**config.mk**
```make
export PLATFORM = sky130hd
export DESIGN_NAME = vga_frame_reader
export DESIGN_NICKNAME = d
export VERILOG_FILES = /design/src/rtl/vga_frame_reader.sv
export SDC_FILE = /design/constraint.sdc
export NUM_CORES = 1
export LEC_CHECK = 0
export ABC_AREA = 0
export CAP_MARGIN = 40
export CORE_UTILIZATION = 56
export CTS_BUF_LIST = sky130_fd_sc_hd__clkbuf_8
export DETAILED_ROUTE_END_ITERATION = 8
export GPL_ROUTABILITY_DRIVEN = 1
export MAX_ROUTING_LAYER = met4
export PLACE_DENSITY = 0.82
export RECOVER_POWER = 100
export SLEW_MARGIN = 20
export SYNTH_ARGS = -nofsm -noshare
export SYNTH_HDL_FRONTEND = slang
export SYNTH_SLANG_ARGS = --single-unit
export TNS_END_PERCENT = 5
```
**constraint.sdc**
```tcl
create_clock -name clk -period 5.4 [get_ports clk]
set_clock_uncertainty 0.1 [all_clocks]
set_input_delay 1.62 -clock clk [delete_from_list [all_inputs] [get_ports clk]]
set_output_delay 1.62 -clock clk [all_outputs]
set_load 0.01 [all_outputs]
```
**src/rtl/vga_frame_reader.sv**
```systemverilog
// VGA raster reader: walks the frame buffer through the RAM's display port and
// serialises 64-bit words into 8-bit pixels with hsync/vsync/de aligned 3 clks behind the counters.
module vga_frame_reader #(
   parameter int DATA_WIDTH = 64,
   parameter int ADDR_WIDTH = 32,
   parameter int H_ACTIVE   = 640,
   parameter int H_FP       = 16,
   parameter int H_SYNC     = 96,
   parameter int H_BP       = 48,
   parameter int V_ACTIVE   = 480,
   parameter int V_FP       = 10,
   parameter int V_SYNC     = 2,
   parameter int V_BP       = 33
) (
   input  logic                  clk,
   input  logic                  rst_n,
   input  logic [ADDR_WIDTH-1:0] fb_base,
   output logic [ADDR_WIDTH-1:0] mem_addr,
   input  logic [DATA_WIDTH-1:0] mem_rdata,
   output logic [7:0]            pixel,
   output logic                  de,
   output logic                  hsync,
   output logic                  vsync,
   output logic                  frame_start
);

   localparam int H_TOTAL = H_ACTIVE + H_FP + H_SYNC + H_BP;
   localparam int V_TOTAL = V_ACTIVE + V_FP + V_SYNC + V_BP;
   localparam int HW      = $clog2(H_TOTAL);
   localparam int VW      = $clog2(V_TOTAL);

   localparam logic [HW-1:0]         H_LAST     = HW'(H_TOTAL - 1);
   localparam logic [VW-1:0]         V_LAST     = VW'(V_TOTAL - 1);
   localparam logic [HW-1:0]         H_ACT      = HW'(H_ACTIVE);
   localparam logic [VW-1:0]         V_ACT      = VW'(V_ACTIVE);
   localparam logic [HW-1:0]         HS_START   = HW'(H_ACTIVE + H_FP);
   localparam logic [HW-1:0]         HS_END     = HW'(H_ACTIVE + H_FP + H_SYNC - 1);
   localparam logic [VW-1:0]         VS_START   = VW'(V_ACTIVE + V_FP);
   localparam logic [VW-1:0]         VS_END     = VW'(V_ACTIVE + V_FP + V_SYNC - 1);
   localparam logic [ADDR_WIDTH-1:0] LINE_WORDS = ADDR_WIDTH'(H_ACTIVE / 8);

   logic [HW-1:0]         h_cnt_q, h_cnt_d;
   logic [VW-1:0]         v_cnt_q, v_cnt_d;
   logic [ADDR_WIDTH-1:0] frame_base_q, frame_base_d;
   logic [ADDR_WIDTH-1:0] line_base_q, line_base_d;
   logic [ADDR_WIDTH-1:0] mem_addr_q, mem_addr_d;
   logic [ADDR_WIDTH-1:0] cur_base;
   logic [DATA_WIDTH-1:0] shift_q, shift_d;
   logic [7:0]            pixel_q, pixel_d, pix_src;
   logic [2:0]            de_p_q, de_p_d;
   logic [2:0]            hs_p_q, hs_p_d;
   logic [2:0]            vs_p_q, vs_p_d;
   logic [2:0]            fs_p_q, fs_p_d;
   logic [1:0]            fetch_p_q, fetch_p_d;
   logic                  active, hsync_raw, vsync_raw, frame_top, line_end, fetch;

   always_comb begin
      line_end  = (h_cnt_q == H_LAST);
      frame_top = (h_cnt_q == '0) && (v_cnt_q == '0);
      active    = (h_cnt_q < H_ACT) && (v_cnt_q < V_ACT);
      hsync_raw = !((h_cnt_q >= HS_START) && (h_cnt_q <= HS_END));
      vsync_raw = !((v_cnt_q >= VS_START) && (v_cnt_q <= VS_END));
      fetch     = active && (h_cnt_q[2:0] == 3'd0);

      h_cnt_d = line_end ? '0 : h_cnt_q + 1'b1;
      v_cnt_d = v_cnt_q;
      if (line_end) begin
         v_cnt_d = (v_cnt_q == V_LAST) ? '0 : v_cnt_q + 1'b1;
      end

      // The very first fetch of a frame must see the base being latched on the same edge.
      frame_base_d = frame_top ? fb_base : frame_base_q;
      if (v_cnt_q == '0) begin
         cur_base = (h_cnt_q == '0) ? fb_base : frame_base_q;
      end else begin
         cur_base = line_base_q;
      end

      line_base_d = line_base_q;
      if (line_end) begin
         line_base_d = ((v_cnt_q == '0) ? frame_base_q : line_base_q) + LINE_WORDS;
      end

      mem_addr_d = fetch ? cur_base + ADDR_WIDTH'(h_cnt_q[HW-1:3]) : mem_addr_q;

      de_p_d    = {de_p_q[1:0], active};
      hs_p_d    = {hs_p_q[1:0], hsync_raw};
      vs_p_d    = {vs_p_q[1:0], vsync_raw};
      fs_p_d    = {fs_p_q[1:0], frame_top};
      fetch_p_d = {fetch_p_q[0], fetch};

      // A fresh word's first byte goes straight to the pixel register so the lag stays at 3.
      if (fetch_p_q[1]) begin
         pix_src = mem_rdata[7:0];
         shift_d = mem_rdata >> 8;
      end else begin
         pix_src = shift_q[7:0];
         shift_d = shift_q >> 8;
      end
      pixel_d = de_p_q[1] ? pix_src : 8'h00;
   end

   always_ff @(posedge clk or negedge rst_n) begin
      if (!rst_n) begin
         h_cnt_q      <= '0;
         v_cnt_q      <= '0;
         frame_base_q <= '0;
         line_base_q  <= '0;
         mem_addr_q   <= '0;
         shift_q      <= '0;
         pixel_q      <= '0;
         de_p_q       <= '0;
         hs_p_q       <= '1;
         vs_p_q       <= '1;
         fs_p_q       <= '0;
         fetch_p_q    <= '0;
      end else begin
         h_cnt_q      <= h_cnt_d;
         v_cnt_q      <= v_cnt_d;
         frame_base_q <= frame_base_d;
         line_base_q  <= line_base_d;
         mem_addr_q   <= mem_addr_d;
         shift_q      <= shift_d;
         pixel_q      <= pixel_d;
         de_p_q       <= de_p_d;
         hs_p_q       <= hs_p_d;
         vs_p_q       <= vs_p_d;
         fs_p_q       <= fs_p_d;
         fetch_p_q    <= fetch_p_d;
      end
   end

   assign mem_addr    = mem_addr_q;
   assign pixel       = pixel_q;
   assign de          = de_p_q[2];
   assign hsync       = hs_p_q[2];
   assign vsync       = vs_p_q[2];
   assign frame_start = fs_p_q[2];

endmodule

```
# Yosys cells after proc, flatten, opt, wreduce, memory -nomap -nowiden
# Index checks and enable logic that the tools add are counted.
[totals]
register_bits = 202
in_bits = 98
elab_cells = 42
[op_classes]
add_sub_neg = 4
order_cmp = 6
eq_ne = 2
muxes = 8
n_reduce_logical = 10
[op_table]
columns = ["operator", "n"]
rows = [
  ["$mux W32", 3],
  ["$mux W56", 1],
  ["$add A32 B7 Y32", 1],
  ["$add A32 B7 Y32 const B", 1],
  ["$add A10 B1 Y10 const B", 2],
  ["$eq A10 B10 Y1 const B", 2],
  ["$logic_not A10 Y1", 2],
  ["$mux W10", 2],
  ["$mux W8", 2],
  ["$ge A10 B10 Y1 const B", 1],
  ["$ge A10 B9 Y1 const B", 1],
  ["$le A10 B10 Y1 const B", 1],
  ["$le A10 B9 Y1 const B", 1],
  ["$lt A10 B10 Y1 const B", 1],
  ["$lt A10 B9 Y1 const B", 1],
  ["$logic_and A1 B1 Y1", 5],
  ["$logic_not A3 Y1", 1],
  ["$logic_not A1 Y1", 2],
]

# Logic depth before layout (Yosys ltp)
# Gate-level depths: netlist of run 1.
[depth]
word_depth = 4
mapped_depth = 22

# Worst setup path before layout of run 1
# OpenSTA, ideal clock, no wires.
[synth_path]
path_kind = "reg-to-reg"
start = "register v_cnt_q[5]"
end = "register mem_addr_q[20] (netlist: mem_addr[20])"
t_arrival_ns = 4.723
slack_ns = 0.508
stages_incl_launch_ff = 22
n_path_buf = 7
path_cell_list = "dfrtp_1 buf_2 or4_1 buf_2 nor3_4 buf_6 buf_6 buf_2 buf_2 buf_2 nor2_1 a31oi_1 ha_1 inv_1 fa_1 nor2b_1 o31ai_1 a21oi_1 nand3_1 or3_1 or4_1 nand3_1"
[synth_via]
elab_chain_len = 3
[synth_rtl]
columns = ["item", "line_no", "source"]
rows = [
  ["from (decl)", "43", "logic [VW-1:0] v_cnt_q, v_cnt_d;"],
  ["from (signal assigned)", "119", "v_cnt_q <= v_cnt_d;"],
  ["$logic_not A10 Y1 or $lt A10 B9 Y1 (tied branches)", "73, 60", ""],
  ["$mux W32 or $logic_and A1 B1 Y1 (tied branches)", "73, 60", ""],
  ["$add A32 B7 Y32 or $logic_and A1 B1 Y1 (tied branches)", "84, 63", ""],
  ["to (signal assigned)", "122", "mem_addr_q <= mem_addr_d;"],
  ["to (decl)", "46", "logic [ADDR_WIDTH-1:0] mem_addr_q, mem_addr_d;"],
]
# Several ways; a longest one is shown, not always the timed one.
# A chain may end at the register's enable or synchronous reset.

# Worst setup path in the final report of run 1
[layout_path]
start = "register v_cnt_q[5]"
end = "register mem_addr_q[23] (netlist: mem_addr[23])"
# The elaborated chain is that of the path after synthesis.

==> results of run 1 <==
-- cell usage in the layout, fill, tap and decap left out, types with 5 or more instances in the layout --
master and n:
a211oi_1 6, a21o_1 6, a21oi_1 40, a22oi_1 5, a2bb2oi_1 5, a31o_2 12
a31oi_1 65, and2_1 10, and3_1 9, buf_4 13, clkbuf_1 8, clkbuf_8 17
clkdlybuf4s50_1 35, clkinvlp_4 6, dfrtp_1 187, dfstp_2 6, dlygate4sd3_1 105, ha_1 12
inv_1 22, mux2_2 87, mux2i_1 26, nand2_1 125, nand2b_1 9, nand3_1 32
nand4_1 38, nor2_1 65, nor2b_1 13, nor3_1 19, nor4_1 16, o211ai_1 7
o21ai_0 63, o31ai_1 27, or3_1 12, xnor2_1 19, xor2_1 11
-- per-stage QoR --
stage	worst slack (ns)	area [sq um]	utilization [%]	hold WS, ns
after global routing	0.293	12600	66.9	0.248
after floorplan	0.508	10800	-	0.231
after CTS	0.787	12700	67.6	0.247
after detailed placement	0.308	12300	65.6	0.235
after global placement	0.442	12300	65.6	0.232
final	0.591	12600	66.9	0.239
-- Yosys cell counts, types with 4 or more instances --
library cell / count / area share, %
and3_1: 9 / 0.52
nor4_1: 15 / 0.87
or3_1: 12 / 0.70
nor2_1: 66 / 2.3
nand4_1: 38 / 2.2
nand2_1: 125 / 4.4
a22oi_1: 5 / 0.35
o21ai_0: 60 / 2.8
nor2b_1: 13 / 0.76
a211oi_1: 4 / 0.28
a31o_2: 12 / 0.98
a2bb2oi_1: 5 / 0.41
buf_1: 5 / 0.17
a31oi_2: 4 / 0.46
o21ai_1: 5 / 0.23
a21oi_1: 40 / 1.9
inv_1: 21 / 0.73
and2_1: 14 / 0.81
mux2_2: 87 / 9.1
mux2i_1: 26 / 2.4
nor3_1: 21 / 0.98
xor2_1: 11 / 0.89
a21o_1: 6 / 0.42
clkbuf_1: 43 / 1.5
buf_2: 25 / 1.2
nand2b_1: 9 / 0.52
o31ai_1: 27 / 1.9
o211ai_1: 7 / 0.49
dfstp_2: 6 / 1.5
ha_1: 12 / 1.4
nand3_1: 31 / 1.4
dfrtp_1: 188 / 44
a31oi_1: 65 / 3.8
xnor2_1: 19 / 1.5
-- power by group through the flow --
stage | registers [mW] | logic [mW] | clock network (mW)
after detailed placement | 1.54 | 0.272 | 0
after global routing | 1.52 | 0.279 | 0.953
after CTS | 1.51 | 0.274 | 0.909
after floorplan | 1.54 | 0.0960 | 0
after global placement | 1.54 | 0.265 | 0
final | 1.51 | 0.255 | 0.890
-- registers in the layout (all words and copies together), names as in the netlist --
name          cells
shift_q          56
frame_base_q     32
line_base_q      32
mem_addr         32
h_cnt_q          10
v_cnt_q          10
pixel             8
de_p_q            3
fs_p_q            3
hs_p_q            3
vs_p_q            3
fetch_p_q         2
-- worst max-delay path, stage by stage (launching register included) --
cell,delay (ns)
dfrtp_1,0.49
or4_1,0.79
nor3_4,0.36
buf_12,0.36
a31oi_1,0.18
ha_1,0.36
o21ai_0,0.12
o21ai_0,0.21
a41o_1,0.32
nand4_1,0.29
nor4_2,0.68
mux2_2,0.42
nand2_1,0.05
-- how the worst max path moves through the flow --
stage                                start                  endpoint  slack [ns]  depth (start not counted)
finish              v_cnt_q[5]$_DFFE_PN0N_  mem_addr[23]$_DFFE_PN0P_        0.59                         12
global route          h_cnt_q[0]$_DFF_PN0_  mem_addr[20]$_DFFE_PN0P_        0.29                         16
CTS                 v_cnt_q[5]$_DFFE_PN0N_  mem_addr[20]$_DFFE_PN0P_        0.79                         12
detailed placement              fb_base[1]  mem_addr[20]$_DFFE_PN0P_        0.31                         12
global placement                fb_base[0]  mem_addr[20]$_DFFE_PN0P_        0.44                         13
floorplan           v_cnt_q[5]$_DFFE_PN0N_  mem_addr[20]$_DFFE_PN0P_        0.51                         21
-- area by class of cell --
cell class                      count  area (sq um)
Clock buffer                       17           234
Clock inverter                     15           128
Fill cell                        1505          6200
Inverter                           21          78.8
Multi-Input combinational cell    811          5400
Sequential cell                   194          4860
Tap cell                          234           293
Timing Repair Buffer              166          1570
-- cells by family after synthesis --
kind of cell    after synthesis  synth area share, %
mux                         113                 11.5
xor+xnor                     30                 2.44
buf+inv                     100                 4.09
compound gates              276                 17.2
fa+ha+maj                    13                 1.58
simple gates                379                 18.0
flops                       194                 45.1
-- metal layers --
metal  track usage (%)  up-vias  wire, um
li1                  -     4287         -
met1              40.7     4533     11900
met2              46.9      444     13500
met3              6.08       73      2290
met4              11.4        0      1000
met5                 -        -         0
==> impl_summary.txt, run 1 <==
----------------------------------------------------
[Global route]
  Number of antenna violations at the first check in global routing ... 0
  Maximum number of pins on one net before global-route repair ... 98
  GR Overflow Total ... 0
  Global-route wire length before repair ... 46200 um
  Number of global-route vias before repair ... 8827
  Global router's overall resource usage ... 30.7%

[Critical path]
  Startpoint types ... flip-flop
  Largest driver fanout on the critical path ... 97
  Critical register-to-register path endpoint ... mem_addr[23]$_DFFE_PN0P_
  Category of the worst setup path capture point ... flip-flop
  Worst Reg2Reg Path Length in Cells ... 12
  Critical path data arrival time ... 5.11 ns
  R2r setup slk ... 0.59 ns
  Crit Path Class ... flip-flop to flip-flop
  Data required time at the worst endpoint ... 5.70 ns
  R2r startpoint ... v_cnt_q[5]$_DFFE_PN0N_

[Cells and area]
  Relative area change from synthesis to final layout ... 16.7%
  Antenna diode count ... 0
  Final Net Count ... 1322
  Share of post-route cells with drive strength above 1 ... 14.2%
  Post-route non-filler standard cell count ... 1458

[Pwr]
  Part of the total power dissipated in sequential elements ... 56.9%
  Sw Ratio ... around 27%
  Share of total power in combinational logic ... 9.6%
  Power density over the cells ... 212 mW/mm^2
  Maximum resistive drop on vdd ... 0.201 mV
  Cell internal pwr ... 1.94 mW
  Net switching power figure ... 715 uW
  Overall Power ... 2.66 mW
  Clock power frac ... 33.5%
  Leakage component of the power ... 5.25 nW

[Yosys]
  Most used flip-flop cell after synthesis ... dfrtp_1
  Post-synthesis register bit count ... ~190
  Cell count after synthesis ... between 1000 and 1500
  Post-synthesis sequential area ratio ... 45.1%
  Synth cell types ... 76
  Number of enable flip-flop cells after synthesis ... 0
  Mean area per synthesized cell ... 9.75 sq um
  Area of the mapped netlist ... 0.0108 sq mm
  Post-Synthesis Net Count ... 1216
  Yosys synthesis warning count ... 0
  Async S/R FF share, synth ... 100%

[Route]
  Final antenna-violating net count ... 0
  Remaining DRCs ... 0
  DR iter-0 viols ... 1128
  Total Routed Length ... 28600 um
  Per-cell routed wire length ... ~20 um
  DR pass1 iterations ... 7
  Vias/cell ... 6.40
  Detailed-route via count ... 9337

[Placed design]
  Placer congestion estimate ... 0.925
  HPWL after detailed placement ... 19700 um
  PortBufs ... 141
  Cell count after placement ... 1423

[Clocking]
  H-Tree Depth ... 4
  Buffers inserted during post-CTS setup optimization ... 0
  Cts bufs inserted ... 17
  Buffers from clock root to sink, at most ... 2
  Number of hold-repair buffers added at the cts stage ... 0
  Gates resized, CTS repair ... 0
  CTS Root Cell ... clkbuf_8
  Number of clock sinks ... 194
  CTS tree ... done
  Clock latency on the worst-skew pair ... approximately 0.48 ns
  Clk slew on worst S/H paths ... roughly 0.12 ns

[Floorplan]
  Num ports ... 142
  Vertical die dimension ... 141 um
  Initial Util ... 57.4%
  Total number of placement rows ... 50
  Die Area ... 0.0198 sq mm
  Overall die width ... 141 um
  Core area ... 0.0188 sq mm

[Hold path]
  Worst min-delay path startpoint ... fetch_p_q[0]$_DFF_PN0_
  Worst Hold Path EP ... fetch_p_q[1]$_DFF_PN0_
  Number of instances on the worst hold path ... 0
  Worst min-delay path category ... flip-flop to flip-flop

[STA]
  Setup repair after global routing missed its margin ... false
  Hold Vio Cnt, Final ... 0
  Highest attainable clock frequency ... 208 MHz
  Fin. max-slew vios ... 250
  Final Cycle Share ... 89.0%
  Slew @ Worst Pin ... 2.35 ns
  Setup violators final ... 0
  Slew HR ... -56.4%
  Min Tclk post-route ... 4.81 ns
  Post-route setup TNS ... 0 ns

[Outcome]
  Status ... complete, but fails checks
  Violations in the final reports ... max-capacitance violations, max-slew violations

[Flow run]
  Number of max-capacitance violations reported ... 5

----------------------------------------------------
Note: power is estimated with default switching activity, not from simulation.
==> run 2: changes to the inputs <==
Settings changed: CORE_MARGIN set to 8, CORE_UTILIZATION 56 to 45, PLACE_DENSITY 0.82 to 0.68, SETUP_SLACK_MARGIN set to 0.15.
==> run 2 against run 1 <==
Compared with the run above: the flow still finishes with violations (max-capacitance violations, max-slew violations); flip-flop and latch count unchanged; die area up 47%; design area grew 1.4%; largest cell class unchanged; power increased by 4.7%; critical path depth is the same; sequential power about the same; core utilization shrank 13 points; wire length increased by 3.3%; non-clock buffer count decreased by 2; largest power group unchanged.
==> impl_summary.txt, run 2 (synthesis results as in run 1) <==
----------------------------------------------------
[Pwr]
  Share of total power in combinational logic ... 9.0%
  Part of the total power dissipated in sequential elements ... 54.4%
  Cell internal pwr ... 2.08 mW
  Overall Power ... 2.78 mW
  Leakage component of the power ... 5.28 nW
  Net switching power figure ... around 700 uW
  Power density over the cells ... approximately 220 mW/mm^2
  Clock power frac ... 36.6%
  Sw Ratio ... 25.3%
  Maximum resistive drop on vdd ... 0.141 mV

[Hold path]
  Worst min-delay path category ... flip-flop to flip-flop

[Clocking]
  Number of hold-repair buffers added at the cts stage ... 0
  Number of clock sinks ... 194
  CTS tree ... done
  Gates resized, CTS repair ... 0
  Buffers inserted during post-CTS setup optimization ... 0
  Clk slew on worst S/H paths ... approximately 0.11 ns
  Cts bufs inserted ... 17
  CTS Root Cell ... clkbuf_8
  H-Tree Depth ... 4
  Buffers from clock root to sink, at most ... 2
  Clock latency on the worst-skew pair ... 0.47 ns

[Global route]
  Met3 track demand over resource in global routing ... around 2.9%
  Global-route wire length before repair ... 47800 um
  Number of antenna violations at the first check in global routing ... 3
  Maximum number of pins on one net before global-route repair ... 79
  Global-route met2 utilization ... 35.3%
  GR Overflow Total ... 0
  Global routing's busiest layer ... met2
  Global router's overall resource usage ... 21.1%
  Met1 track demand over resource ... 25.2%
  Number of global-route vias before repair ... 9083

[Floorplan]
  Total number of placement rows ... 56
  Overall die width ... approximately 170 um
  Die Area ... 0.0291 sq mm
  Core area ... 0.0235 sq mm
  Initial Util ... a little under half
  Num ports ... between 100 and 150
  Vertical die dimension ... 171 um

[Critical path]
  Largest driver fanout on the critical path ... 25
  Worst path slowest cell ... or4_1
  Data required time at the worst endpoint ... 5.72 ns
  R2r startpoint ... v_cnt_q[5]$_DFFE_PN0N_
  Cell type with the highest occurrence count on the critical path ... o21ai_0
  Endpoint of the most critical setup path ... mem_addr[23]$_DFFE_PN0P_
  Critical path data arrival time ... 5.20 ns
  Sequence of cells on the critical path ... or4_1 -> nor3_1 -> buf_4 -> a31oi_1 -> ha_1 -> o21ai_0 -> o21ai_0 -> a41o_1 -> nand4_1 -> nor4_2 -> mux2_2 -> nand2_1
  Worst Reg2Reg Path Length in Cells ... 12
  Startpoint types ... flip-flop
  Critical register-to-register path endpoint ... mem_addr[23]$_DFFE_PN0P_
  R2r setup slk ... 0.51 ns
  Crit Path Class ... flip-flop to flip-flop
  CP peak stage delay ... 0.77 ns
  Launching instance or port of the critical path ... v_cnt_q[5]$_DFFE_PN0N_
  Category of the worst setup path capture point ... flip-flop

[Flow run]
  Number of max-capacitance violations reported ... 4

[Cells and area]
  Register containing the most flip-flops in the final layout ... shift_q
  Share of post-route cells with drive strength above 1 ... between 10 and 15%
  Relative area change from synthesis to final layout ... 18.3%
  Max reg flops ... 56
  Leading cell types in the layout, fill and taps excluded ... dfrtp_1, nand2_1, dlygate4sd3_1
  Commonest non-fill, non-tap cell in the layout ... dfrtp_1
  Final Net Count ... 1320

[STA]
  Slew @ Worst Pin ... 2.40 ns
  Slew HR ... -59.9%
  Post-route setup TNS ... 0 ns
  Final Cycle Share ... approximately nine tenths
  Hold Vio Cnt, Final ... 0
  Setup repair after global routing missed its margin ... false
  Highest attainable clock frequency ... 205 MHz
  Setup violators final ... 0
  Min Tclk post-route ... about 4.9 ns
  Fin. max-slew vios ... around 210

[Route]
  Remaining DRCs ... 0
  Detailed-route via count ... 9130
  Total Routed Length ... 29600 um
  DR pass1 iterations ... 6
  DR iter-0 viols ... 860
  Vias/cell ... roughly 5.9
  Final antenna-violating net count ... 0
  Per-cell routed wire length ... 19.2 um

[Placed design]
  HPWL after detailed placement ... 20800 um
  PortBufs ... 141
  Placer congestion estimate ... just under 0.9

[Outcome]
  Violations in the final reports ... max-capacitance violations, max-slew violations
  Status ... complete, but fails checks

----------------------------------------------------
run 2: layout make-up:
cell class | instances | area, sq um
diodes | 3 | 7.51
clock buffers | 17 | 234
clock inverters | 14 | 178
fillers | 2136 | 10700
inverters | 21 | 78.8
multi-input cells | 811 | 5430
flip-flops and latches | 194 | 4860
well taps | 319 | 399
repair buffers | 164 | 1550
run 2: power groups by stage:
stage	registers [mW]	logic, mW	clock network, mW
after floorplan	1.54	0.0960	0
after global placement	1.54	0.267	0
after detailed placement	1.54	0.271	0
final	1.51	0.250	1.02
after global routing	1.52	0.277	1.10
after CTS	1.51	0.272	1.04
run 2: stage by stage:
stage	util (%)	hold slack, ns	setup slack [ns]	cells	area (sq um)
final	54.3	0.261	0.515	1543	12700
after global routing	54.3	0.269	0.243	1543	12700
after CTS	54.8	0.262	0.822	1540	12900
after detailed placement	53.0	0.240	0.315	1509	12400
after global placement	52.9	0.233	0.398	1507	12400
after floorplan	-	0.231	0.508	1105	10800
run 2: routing by layer:
layer / part of all wire [%] / up-vias
li1: - / 4269
met1: 40 / 4502
met2: 52 / 292
met3: 4.5 / 67
met4: 3.4 / 0
met5: 0 / -
run 2: worst min path at each step:
stage,startpoint,to,slack [ns],depth (start not counted)
2_1_floorplan,de_p_q[0]$_DFF_PN0_,de_p_q[1]$_DFF_PN0_,0.23,0
3_3_place_gp,fetch_p_q[0]$_DFF_PN0_,fetch_p_q[1]$_DFF_PN0_,0.23,0
3_5_place_dp,fetch_p_q[0]$_DFF_PN0_,fetch_p_q[1]$_DFF_PN0_,0.24,0
4_1_cts,vs_p_q[0]$_DFF_PN1_,vs_p_q[1]$_DFF_PN1_,0.26,0
5_1_grt,hs_p_q[0]$_DFF_PN1_,hs_p_q[1]$_DFF_PN1_,0.27,0
6_report,vs_p_q[0]$_DFF_PN1_,vs_p_q[1]$_DFF_PN1_,0.26,0
run 2: worst max-delay path: cells and delay by family, from the launching register on:
family	cells	cell delay (ns)
simple gates	5	2.31
compound gates	4	0.77
flops	1	0.49
mux	1	0.41
buf+inv	1	0.40
fa+ha+maj	1	0.35
==> RTL edit: new RTL, config.mk and constraints of run 2 <==
The parameter `H_FP` goes from 16 to 32.
--- a/src/rtl/vga_frame_reader.sv
+++ b/src/rtl/vga_frame_reader.sv
@@ -6,3 +6,3 @@
    parameter int H_ACTIVE   = 640,
-   parameter int H_FP       = 16,
+   parameter int H_FP       = 32,
    parameter int H_SYNC     = 96,
Check against the original RTL: same outputs for any inputs over 10 cycles, from zero or initial values and one cycle with rst_n low; that may be too few to reach the edited logic, so the function may still have changed.
==> RTL edit against run 2 <==
The flow still finishes with violations (capacitance limit, slew limit). Worst setup slack better by 85 ps. Synthesized area increased by 0.70%. Cell area rose by 0.69%. Count of clock-buffer cells in the layout did not move. Wire length fell by 1.5%. Total power decreased by 0.34%. Sequential cell count unchanged. Final cell count fell by 2.2%. Die area grew 0.63%. Global-route usage fell by 0.46 points. Sequential power barely moved. Critical path depth up 6. Largest cell class unchanged.
==> RTL edit: results (changes against run 2) <==
Parameter                              Value

Run status
  Violations in the final reports    capacitance limit, slew limit (unchanged)
  Outcome    complete, but fails checks (unchanged)

Worst setup path
  Cell with the largest stage delay on the worst path    or4_1 (unchanged)
  Maximum net fanout on the critical path    16 (was 25)
  Capture point of the worst reg-to-reg path    mem_addr[28] (was mem_addr[23])
  CP peak stage delay    610 ps (was 770 ps)
  R2r startpoint    h_cnt_q[0] (was v_cnt_q[5])
  Arrival time at the worst endpoint    5110 ps (was 5200 ps)
  R2R depth    18 (was 12)
  R2r setup slk    600 ps (was 510 ps)

Cells and area
  Proportion of layout cells with a drive suffix above 1    13.8% (was 14.3%)
  Number of diodes added for antenna fixing    0 (was 3)
  Layout filler cell count    2141 (was 2136)
  Nets@finish    1283 (was 1320)

Synth
  Post-synthesis compound-gate area fraction    15.9% (was 17.2%)
  Count of cell types in the netlist    88 (was 76)
  Multiplexer area fraction after synthesis    13.5% (was 11.5%)
  Share of synthesized cell area in full adder, half adder and majority cells    1.57% (was 1.58%)
  Synth top cells by count    dfrtp_1 (188), nand2_1 (103), mux2_2 (87) (was dfrtp_1 (188), nand2_1 (125), mux2_2 (87))
  XOR/XNOR share of the synthesized area    2.83% (was 2.44%)
  Mapped Nets    1178 (was 1216)
  Largest cells by area after synthesis    dfrtp_1 (43%), mux2_2 (9.0%), mux2i_1 (4.3%) (was dfrtp_1 (44%), mux2_2 (9.1%), nand2_1 (4.4%))
  Most used DFF post-synth    dfrtp_1 (unchanged)
  Sequential fraction of the synthesis area    44.8% (was 45.1%)

Pwr
  P_leak    5.47 nW (was 5.28 nW)
  Sw power    759 µW (was 704 µW)
  Maximum vdd ir drop    132 µV (was 141 µV)

Global routing
  Via count of the first global-routing pass    8298 (was 9083)
  Wire length of the first global-routing pass    46.5 mm (was 47.8 mm)
  Largest net degree at the start of global routing    106 (was 79)
  Initial antenna violation count    0 (was 3)
  All-layer global routing usage    20.6% (was 21.1%)

Place
  Half-perimeter wire length after placement    20.3 mm (was 20.8 mm)
  Placed instance area    0.0125 mm² (was 0.0124 mm²)
  GP Congestion    0.880 (was 0.876)
  Pre-CTS WS    400 ps (was 315 ps)

Hold path
  Worst hold path stage count    0 (unchanged)
  Min-Delay Endpoint    hs_p_q[2] (was vs_p_q[1])
  Hold Path Origin    hs_p_q[1] (was vs_p_q[0])

CTS
  Clock transition time at the flip-flop clock pins of the worst setup and hold paths    120 ps
  Clock latency at the later pin of the worst-skew pair    480 ps
  Number of clock buffers inserted by TritonCTS    17 (unchanged)

Run
  Max-Cap Viols    4 (unchanged)

Route
  Average wire per standard cell    19.3 µm (was 19.2 µm)
  Router iterations before antenna repair    5 (was 6)
  Number of DRC violations after detailed-routing iteration 0    1025 (was 860)
  Vias after detailed routing    8719 (was 9130)

Timing
  Tightest Pin Transition    2930 ps (was 2400 ps)
  Number of pins with negative max-slew slack in the final report    164 (was 214)
-- RTL edit: cell count changes after synthesis, sizes merged, moves of 13 or more --
cell,before,now
mux2i,26,47
a31oi,69,47
nand2,125,103
nor2,66,50
nand4,40,27
o21ai,65,83
-- RTL edit: kinds of logic after synthesis --
kind of cell / Yosys count
flops: 194
fa+ha+maj: 13
xor+xnor: 35
compound gates: 258
simple gates: 336
buf+inv: 96
mux: 135
-- RTL edit: layout make-up --
class	count	share of cell area, %
Clock buffer	17	1.82
Tap cell	324	3.16
Clock inverter	15	1.48
Multi-Input combinational cell	777	42.8
Timing Repair Buffer	166	12.4
Sequential cell	194	37.9
Inverter	16	0.468
-- RTL edit: worst register-to-register path, delay by kind of cell, from the launching register on --
| family | cells | cell delay [ps] |
|---|---|---|
| AOI/OAI and AO/OA | 5 | 890 |
| muxes | 1 | 180 |
| DFF | 1 | 430 |
| adders and majority gates | 3 | 820 |
| buffers and inverters | 4 | 710 |
| and+or+nand+nor | 5 | 1590 |
-- RTL edit: power groups by stage --
stage               Combinational, mW  Clock (mW)  Sequential (mW)
floorplan                       0.101           0             1.54
global placement                0.270           0             1.54
detailed placement              0.274           0             1.54
CTS                             0.275        1.03             1.51
global route                    0.285        1.08             1.52
finish                          0.258        1.00             1.51
-- RTL edit: worst max-delay path by stage --
| stage | startpoint | endpoint | slack (ps) | cells past startpoint |
|---|---|---|---|---|
| global placement | fb_base[0] | mem_addr[28] | 550 | 13 |
| CTS | h_cnt_q[0] | mem_addr[28] | 870 | 18 |
| floorplan | v_cnt_q[0] | mem_addr[28] | 450 | 22 |
| finish | h_cnt_q[0] | mem_addr[28] | 600 | 18 |
| global route | h_cnt_q[0] | mem_addr[28] | 280 | 18 |
| detailed placement | fb_base[0] | mem_addr[28] | 400 | 13 |
-- RTL edit: metal layers --
layer | vias to the layer above | global-route usage, % | part of all wire, % | wire length (µm)
li1 | 4131 | - | - | -
met5 | - | - | 0 | 0
met2 | 285 | 30.6 | 46 | 13300
met3 | 37 | 3.26 | 6.3 | 1850
met4 | 0 | 5.41 | 1.2 | 354
met1 | 4266 | 29.1 | 47 | 13600
-- RTL edit: stage by stage --
stage,cells,hold WS (ps),utilization (%)
after CTS,1508,259,54.0
after global placement,1473,232,52.0
final,1509,256,53.5
after floorplan,1067,231,-
after detailed placement,1476,236,52.2
after global routing,1509,252,53.5
